## config.mk

```make
export PLATFORM = sky130hd
export DESIGN_NAME = nwr_req_gen
export DESIGN_NICKNAME = d
export VERILOG_FILES = /design/src/rtl/nwr_req_gen.sv
export SDC_FILE = /design/constraint.sdc
export NUM_CORES = 1
export LEC_CHECK = 0
export ABC_CLOCK_PERIOD_IN_PS = 2900
export BUFFER_PORTS_ARGS = -buffer_cell sky130_fd_sc_hd__buf_2
export CAP_MARGIN = 5
export CORE_MARGIN = 2
export CORE_UTILIZATION = 49
export CTS_BUF_LIST = sky130_fd_sc_hd__clkbuf_8
export DETAILED_ROUTE_END_ITERATION = 16
export PLACE_DENSITY = 0.9
export SLEW_MARGIN = 10
export SYNTH_ARGS = -nofsm -noshare
export SYNTH_HDL_FRONTEND = slang
export SYNTH_SLANG_ARGS = --single-unit
export TNS_END_PERCENT = 20
```

## constraint.sdc

```tcl
create_clock -name clk -period 2.9 [get_ports clk]
set_clock_uncertainty 0.2 [all_clocks]
set_input_delay 0.29 -clock clk [delete_from_list [all_inputs] [get_ports clk]]
set_output_delay 0.29 -clock clk [all_outputs]
set_load 0.1 [all_outputs]
```

## src/rtl/nwr_req_gen.sv

```systemverilog
// rtl/nwr_req_gen.sv - SRIO NWRITE request generator: HELLO header beat plus payload pass-through
module nwr_req_gen #(
  parameter int          DATA_WIDTH = 64,
  parameter int          ADDR_WIDTH = 34,
  parameter logic [15:0] SRC_ID     = 16'h00F0,
  parameter logic [15:0] DEST_ID    = 16'h00FF,
  parameter logic [1:0]  PRIO       = 2'b01
) (
  input  logic                    clk,
  input  logic                    reset,
  input  logic [ADDR_WIDTH-1:0]   cfg_base_addr,
  input  logic [DATA_WIDTH-1:0]   in_tdata,
  input  logic                    in_tvalid,
  input  logic [DATA_WIDTH/8-1:0] in_tkeep,
  input  logic                    in_tfirst,
  input  logic                    in_tlast,
  input  logic [7:0]              in_data_len,
  input  logic                    in_done,
  output logic                    in_tready,
  output logic [DATA_WIDTH-1:0]   ireq_tdata,
  output logic                    ireq_tvalid,
  input  logic                    ireq_tready,
  output logic [DATA_WIDTH/8-1:0] ireq_tkeep,
  output logic                    ireq_tlast,
  output logic [31:0]             ireq_tuser,
  output logic [15:0]             pkt_count,
  output logic                    busy,
  output logic                    xfer_done,
  output logic                    len_err
);

  typedef enum logic [1:0] {IDLE = 2'd0, HDR = 2'd1, DATA = 2'd2} state_t;

  state_t                state;
  logic [7:0]            tid;
  logic [7:0]            len;
  logic [7:0]            beat_cnt;
  logic [ADDR_WIDTH-1:0] addr;
  logic                  first_pkt;
  logic [33:0]           hdr_addr;
  logic [63:0]           header;
  logic                  data_hs;
  logic [8:0]            beats_seen;
  logic [8:0]            beats_exp;

  assign hdr_addr   = 34'(addr);
  assign header     = {tid, 4'h5, 4'h4, 1'b0, PRIO, 1'b0, len, 2'b00, hdr_addr};
  assign data_hs    = (state == DATA) && in_tvalid && ireq_tready;
  assign beats_seen = {1'b0, beat_cnt} + 9'd1;
  assign beats_exp  = {4'd0, len[7:3]} + 9'd1;

  assign busy       = (state != IDLE);
  assign ireq_tuser = {SRC_ID, DEST_ID};

  // Header comes from registers only, so it holds under backpressure; DATA is a wire path.
  always_comb begin
    in_tready   = 1'b0;
    ireq_tvalid = 1'b0;
    ireq_tdata  = '0;
    ireq_tkeep  = '0;
    ireq_tlast  = 1'b0;
    case (state)
      HDR: begin
        ireq_tvalid = 1'b1;
        ireq_tdata  = DATA_WIDTH'(header);
        ireq_tkeep  = '1;
      end
      DATA: begin
        ireq_tvalid = in_tvalid;
        ireq_tdata  = in_tdata;
        ireq_tkeep  = in_tkeep;
        ireq_tlast  = in_tlast;
        in_tready   = ireq_tready;
      end
      default: ;
    endcase
  end

  always_ff @(posedge clk) begin
    xfer_done <= 1'b0;
    if (!reset) begin
      state     <= IDLE;
      tid       <= '0;
      len       <= '0;
      beat_cnt  <= '0;
      addr      <= '0;
      first_pkt <= 1'b1;
      pkt_count <= '0;
      len_err   <= 1'b0;
    end else begin
      case (state)
        IDLE: begin
          if (in_tvalid && in_tfirst) begin
            len <= in_data_len;
            if (first_pkt) begin
              addr      <= cfg_base_addr;
              first_pkt <= 1'b0;
            end
            state <= HDR;
          end
        end
        HDR: begin
          if (ireq_tready) begin
            beat_cnt <= '0;
            state    <= DATA;
          end
        end
        DATA: begin
          if (data_hs) begin
            beat_cnt <= beat_cnt + 8'd1;
            if (in_tlast) begin
              tid  <= tid + 8'd1;
              addr <= addr + ADDR_WIDTH'(256);
              if (beats_seen != beats_exp) len_err <= 1'b1;
              // The bus still carries the tlast beat here; the next tfirst is picked up from IDLE.
              state <= IDLE;
              if (in_done) begin
                xfer_done <= 1'b1;
                pkt_count <= '0;
                first_pkt <= 1'b1;
              end else begin
                pkt_count <= pkt_count + 16'd1;
              end
            end
          end
        end
        default: state <= IDLE;
      endcase
    end
  end

endmodule

```

==> run summary <==
DETAILED ROUTING
--------------------------------------------------------------------------------------------------
Average via count per standard cell .................................................         5.56
DRC Markers .........................................................................            0
Routed Wire Length ..................................................................      16.5 mm
Mean routed wirelength per cell .....................................................      15.6 um
First-iteration detailed-routing DRC count ..........................................          447
Number of iterations in the first detailed-routing pass .............................            6
Overall via count from detail_route .................................................         5861
Detail Route Antenna Nets ...........................................................            0

JOB
--------------------------------------------------------------------------------------------------
Max-cap viol count ..................................................................            0

STA
--------------------------------------------------------------------------------------------------
Number of max-slew violations in the final report ...................................            0
Max-slew headroom ...................................................................        43.7%
Slack of the critical path ..........................................................     0.174 ns
RSZ-0062 raised after global routing ................................................           no
Count of endpoints failing setup in the final report ................................            0
Period utilization ..................................................................        94.0%
Slew at the pin closest to its max-slew limit .......................................     0.844 ns
Final number of hold-violating endpoints ............................................            0
Worst Hold Slack ....................................................................   0.00579 ns
Minimum clock period ................................................................      2.73 ns
Highest attainable clock frequency ..................................................    0.367 GHz

PLACE
--------------------------------------------------------------------------------------------------
Placement-stage cell area ...........................................................  0.00732 mm2
Post-detail-place hpwl ..............................................................      12.2 mm
Worst setup slack after placement ...................................................     0.433 ns
Number of port buffers ..............................................................          214
Gp weighted congestion ..............................................................        0.893

WORST HOLD PATH
--------------------------------------------------------------------------------------------------
Min-Delay Path Class ................................................................ input pin to flip-flop

CELLS AND AREA
--------------------------------------------------------------------------------------------------
Layout cell share with drive strength beyond 1 ......................................        29.6%
Post-route standard cell area excluding fillers .....................................  0.00766 mm2
Antenna Diode Count .................................................................            0
Synth-to-layout area growth .........................................................        45.4%
Final cell utilization of the core ..................................................        73.9%
Total number of nets in the final design ............................................         1043

FLOORPLAN
--------------------------------------------------------------------------------------------------
Starting utilization of the core area ...............................................        50.8%
Number of placement rows ............................................................           37
Core ar. ............................................................................   0.0104 mm2
IO Count ............................................................................          247
Die boundary width ..................................................................       108 um
Area of the die .....................................................................   0.0116 mm2
Die Span Y ..........................................................................       108 um

SYNTH
--------------------------------------------------------------------------------------------------
Async SR Flop Fraction ..............................................................           0%
Most repeated cell in the gate-level netlist after synthesis ........................ sky130_fd_sc_hd__nor2_1
Portion of the post-synthesis area used by sequential elements ......................        30.0%
Netlist Area Pre-Place ..............................................................  0.00527 mm2
Post-synthesis cell type with the largest combined area ............................. sky130_fd_sc_hd__dfxtp_1
Main area contributors after synthesis .............................................. sky130_fd_sc_hd__dfxtp_1 30%, sky130_fd_sc_hd__a22oi_1 9.8%, sky130_fd_sc_hd__nor2b_1 6.5%
Most used standard cells in the synthesized netlist ................................. 84 x sky130_fd_sc_hd__nor2_1, 79 x sky130_fd_sc_hd__dfxtp_1, 69 x sky130_fd_sc_hd__a22oi_1
Instance count of the mapped netlist ................................................          709
Number of flops mapped to enable cells by yosys .....................................            0
Flip-flop cell with the highest count after synthesis ............................... sky130_fd_sc_hd__dfxtp_1
Mean instance size in the synthesized netlist .......................................     7.43 um2
Number of distinct library cells after synthesis ....................................           53
Proportion of netlist area held by the largest area contributor .....................        30.0%
Register bit total from synthesis ...................................................           79
Synth Warn # ........................................................................            0

CRITICAL PATH
--------------------------------------------------------------------------------------------------
CP Class ............................................................................ flip-flop to output pin
Buffers & Inverters on Critical Path ................................................            3
Flop-to-flop setup slack ............................................................      0.43 ns
Required time of the worst setup path ...............................................      2.41 ns
CP top delay family ................................................................. buffers and inverters
Crit path largest cell delay ........................................................      0.50 ns
Startpoint kind of the worst setup timing path ......................................    flip-flop
Data arrival time at the worst-slack endpoint .......................................      2.24 ns
Worst-path cell chain ............................................................... inv_1, ha_2, buf_4, a22oi_1, nor2b_1, buf_12
Slowest library cell on the worst path .............................................. sky130_fd_sc_hd__ha_2
Type of element capturing the critical path .........................................   output pin
Highest fanout seen on the critical path ............................................           23

PWR
--------------------------------------------------------------------------------------------------
Power density cells .................................................................   687 mW/mm2
Post-layout total power .............................................................      5.26 mW
Static power due to leakage .........................................................      2.95 nW
VDD IR-drop max .....................................................................   0.000401 V

GRT
--------------------------------------------------------------------------------------------------
Via count of the first global-routing pass ..........................................         5690
Number of antenna violations at the first check in global routing ...................            0
Global-route wire length before repair ..............................................      26.5 mm
All-Layer GR Usage ..................................................................        28.0%
Total congestion overflow after global routing ......................................            0
Maximum number of pins on one net before global-route repair ........................           69

CLOCK NETWORK
--------------------------------------------------------------------------------------------------
CTS sink count ......................................................................           79
Clock transition time at the flip-flop clock pins of the worst setup and hold paths .      0.08 ns
CTS tree ............................................................................        built
Maximum level of the CTS H-tree .....................................................            3
Clk_lat worst skew ..................................................................      0.35 ns
Bufs on Longest Clock Path ..........................................................            2
Clock buffers created by TritonCTS ..................................................            9
Postcts setup bufs ..................................................................            0
Root buf cell ....................................................................... sky130_fd_sc_hd__clkbuf_8

STATUS
--------------------------------------------------------------------------------------------------
Result of the run ................................................................... complete, no violations

[final cells by class]
cell class	count	area [um2]
multi-input cells	573	3390
fillers	783	2710
repair buffers	242	2280
flip-flops and latches	79	1580
well taps	136	170
clock buffers	10	138
clock inverters	6	72.6
inverters	9	33.8
[what timing repair did]
action | CTS | global route
hold buffers | 13 | 0
hold endpoints to repair | 13 | 0
gates resized for setup | 0 | 1
endpoints found under the setup margin | 0 | 1
[per-layer routing]
metal  GRT usage (%)  wire length (um)  up-vias
met2            50.1              8400      256
met5               0                 0        -
li1                -                 -     2849
met4            10.6               509        0
met3            3.51              1040       42
met1            34.0              6500     2714
[per-stage QoR]
| step | TNS, ns | instances |
|---|---|---|
| finish | 0 | 1055 |
| detailed placement | 0 | 1026 |
| global route | 0 | 1055 |
| global placement | 0 | 1026 |
| floorplan | -15.94 | 739 |
| CTS | 0 | 1055 |
[final timing paths]
kind                         start              to  cells past startpoint
setup / recovery          state[1]  ireq_tdata[26]                      6
hold / removal    cfg_base_addr[3]         addr[3]                      3
setup reg to reg          state[0]        addr[15]                      7
hold reg to reg             len[1]          len[1]                      2
[tightest hold or removal path, stage by stage]
cell                      delay (ns)
sky130_fd_sc_hd__buf_2          0.08
sky130_fd_sc_hd__a22oi_1        0.07
sky130_fd_sc_hd__nor2_1         0.07
[cell families (layout without fill, tap and decap cells)]
family / count (synthesis) / count (layout) / share of synthesized area (%)
adder cells (fa/ha/maj): 8 / 8 / 1.90
buffers and inverters: 87 / 267 / 8.67
multiplexers: 3 / 3 / 0.594
AND/OR/NAND/NOR: 327 / 327 / 32.5
AO/OA/AOI/OAI: 169 / 169 / 20.5
XOR/XNOR: 34 / 34 / 5.65
flip-flops: 79 / 79 / 30.0
other: 2 / 32 / 0.143
[sequential cells by signal, indices dropped and copies added, names as in the netlist]
name       count
addr          34
pkt_count     16
beat_cnt       8
len            8
tid            8
state          2
first_pkt      1
len_err        1
xfer_done      1
[power by group]
| group | leakage, nW | switching, mW | internal (mW) |
|---|---|---|---|
| Clock | 0.104 | 0.449 | 0.434 |
| Sequential | 0.641 | 0.182 | 1.22 |
| Combinational | 2.20 | 1.98 | 0.999 |
[layout by cell type (no fill, tap or decap), types with 15 or more instances in the layout]
cell type	netlist	final
sky130_fd_sc_hd__a22oi_1	69	69
sky130_fd_sc_hd__a21oi_1	55	55
sky130_fd_sc_hd__nor2b_1	55	43
sky130_fd_sc_hd__o21ai_0	19	19
sky130_fd_sc_hd__buf_2	7	151
sky130_fd_sc_hd__conb_1	2	32
sky130_fd_sc_hd__nand3_1	35	35
sky130_fd_sc_hd__nor2_1	84	84
sky130_fd_sc_hd__xnor2_1	20	20
sky130_fd_sc_hd__nand4_1	15	15
sky130_fd_sc_hd__and2_1	19	19
sky130_fd_sc_hd__nand2_1	49	49
sky130_fd_sc_hd__nor3_1	16	16
sky130_fd_sc_hd__buf_12	0	64
sky130_fd_sc_hd__dfxtp_1	79	79
No activity file was read; power rests on OpenSTA's default activity.
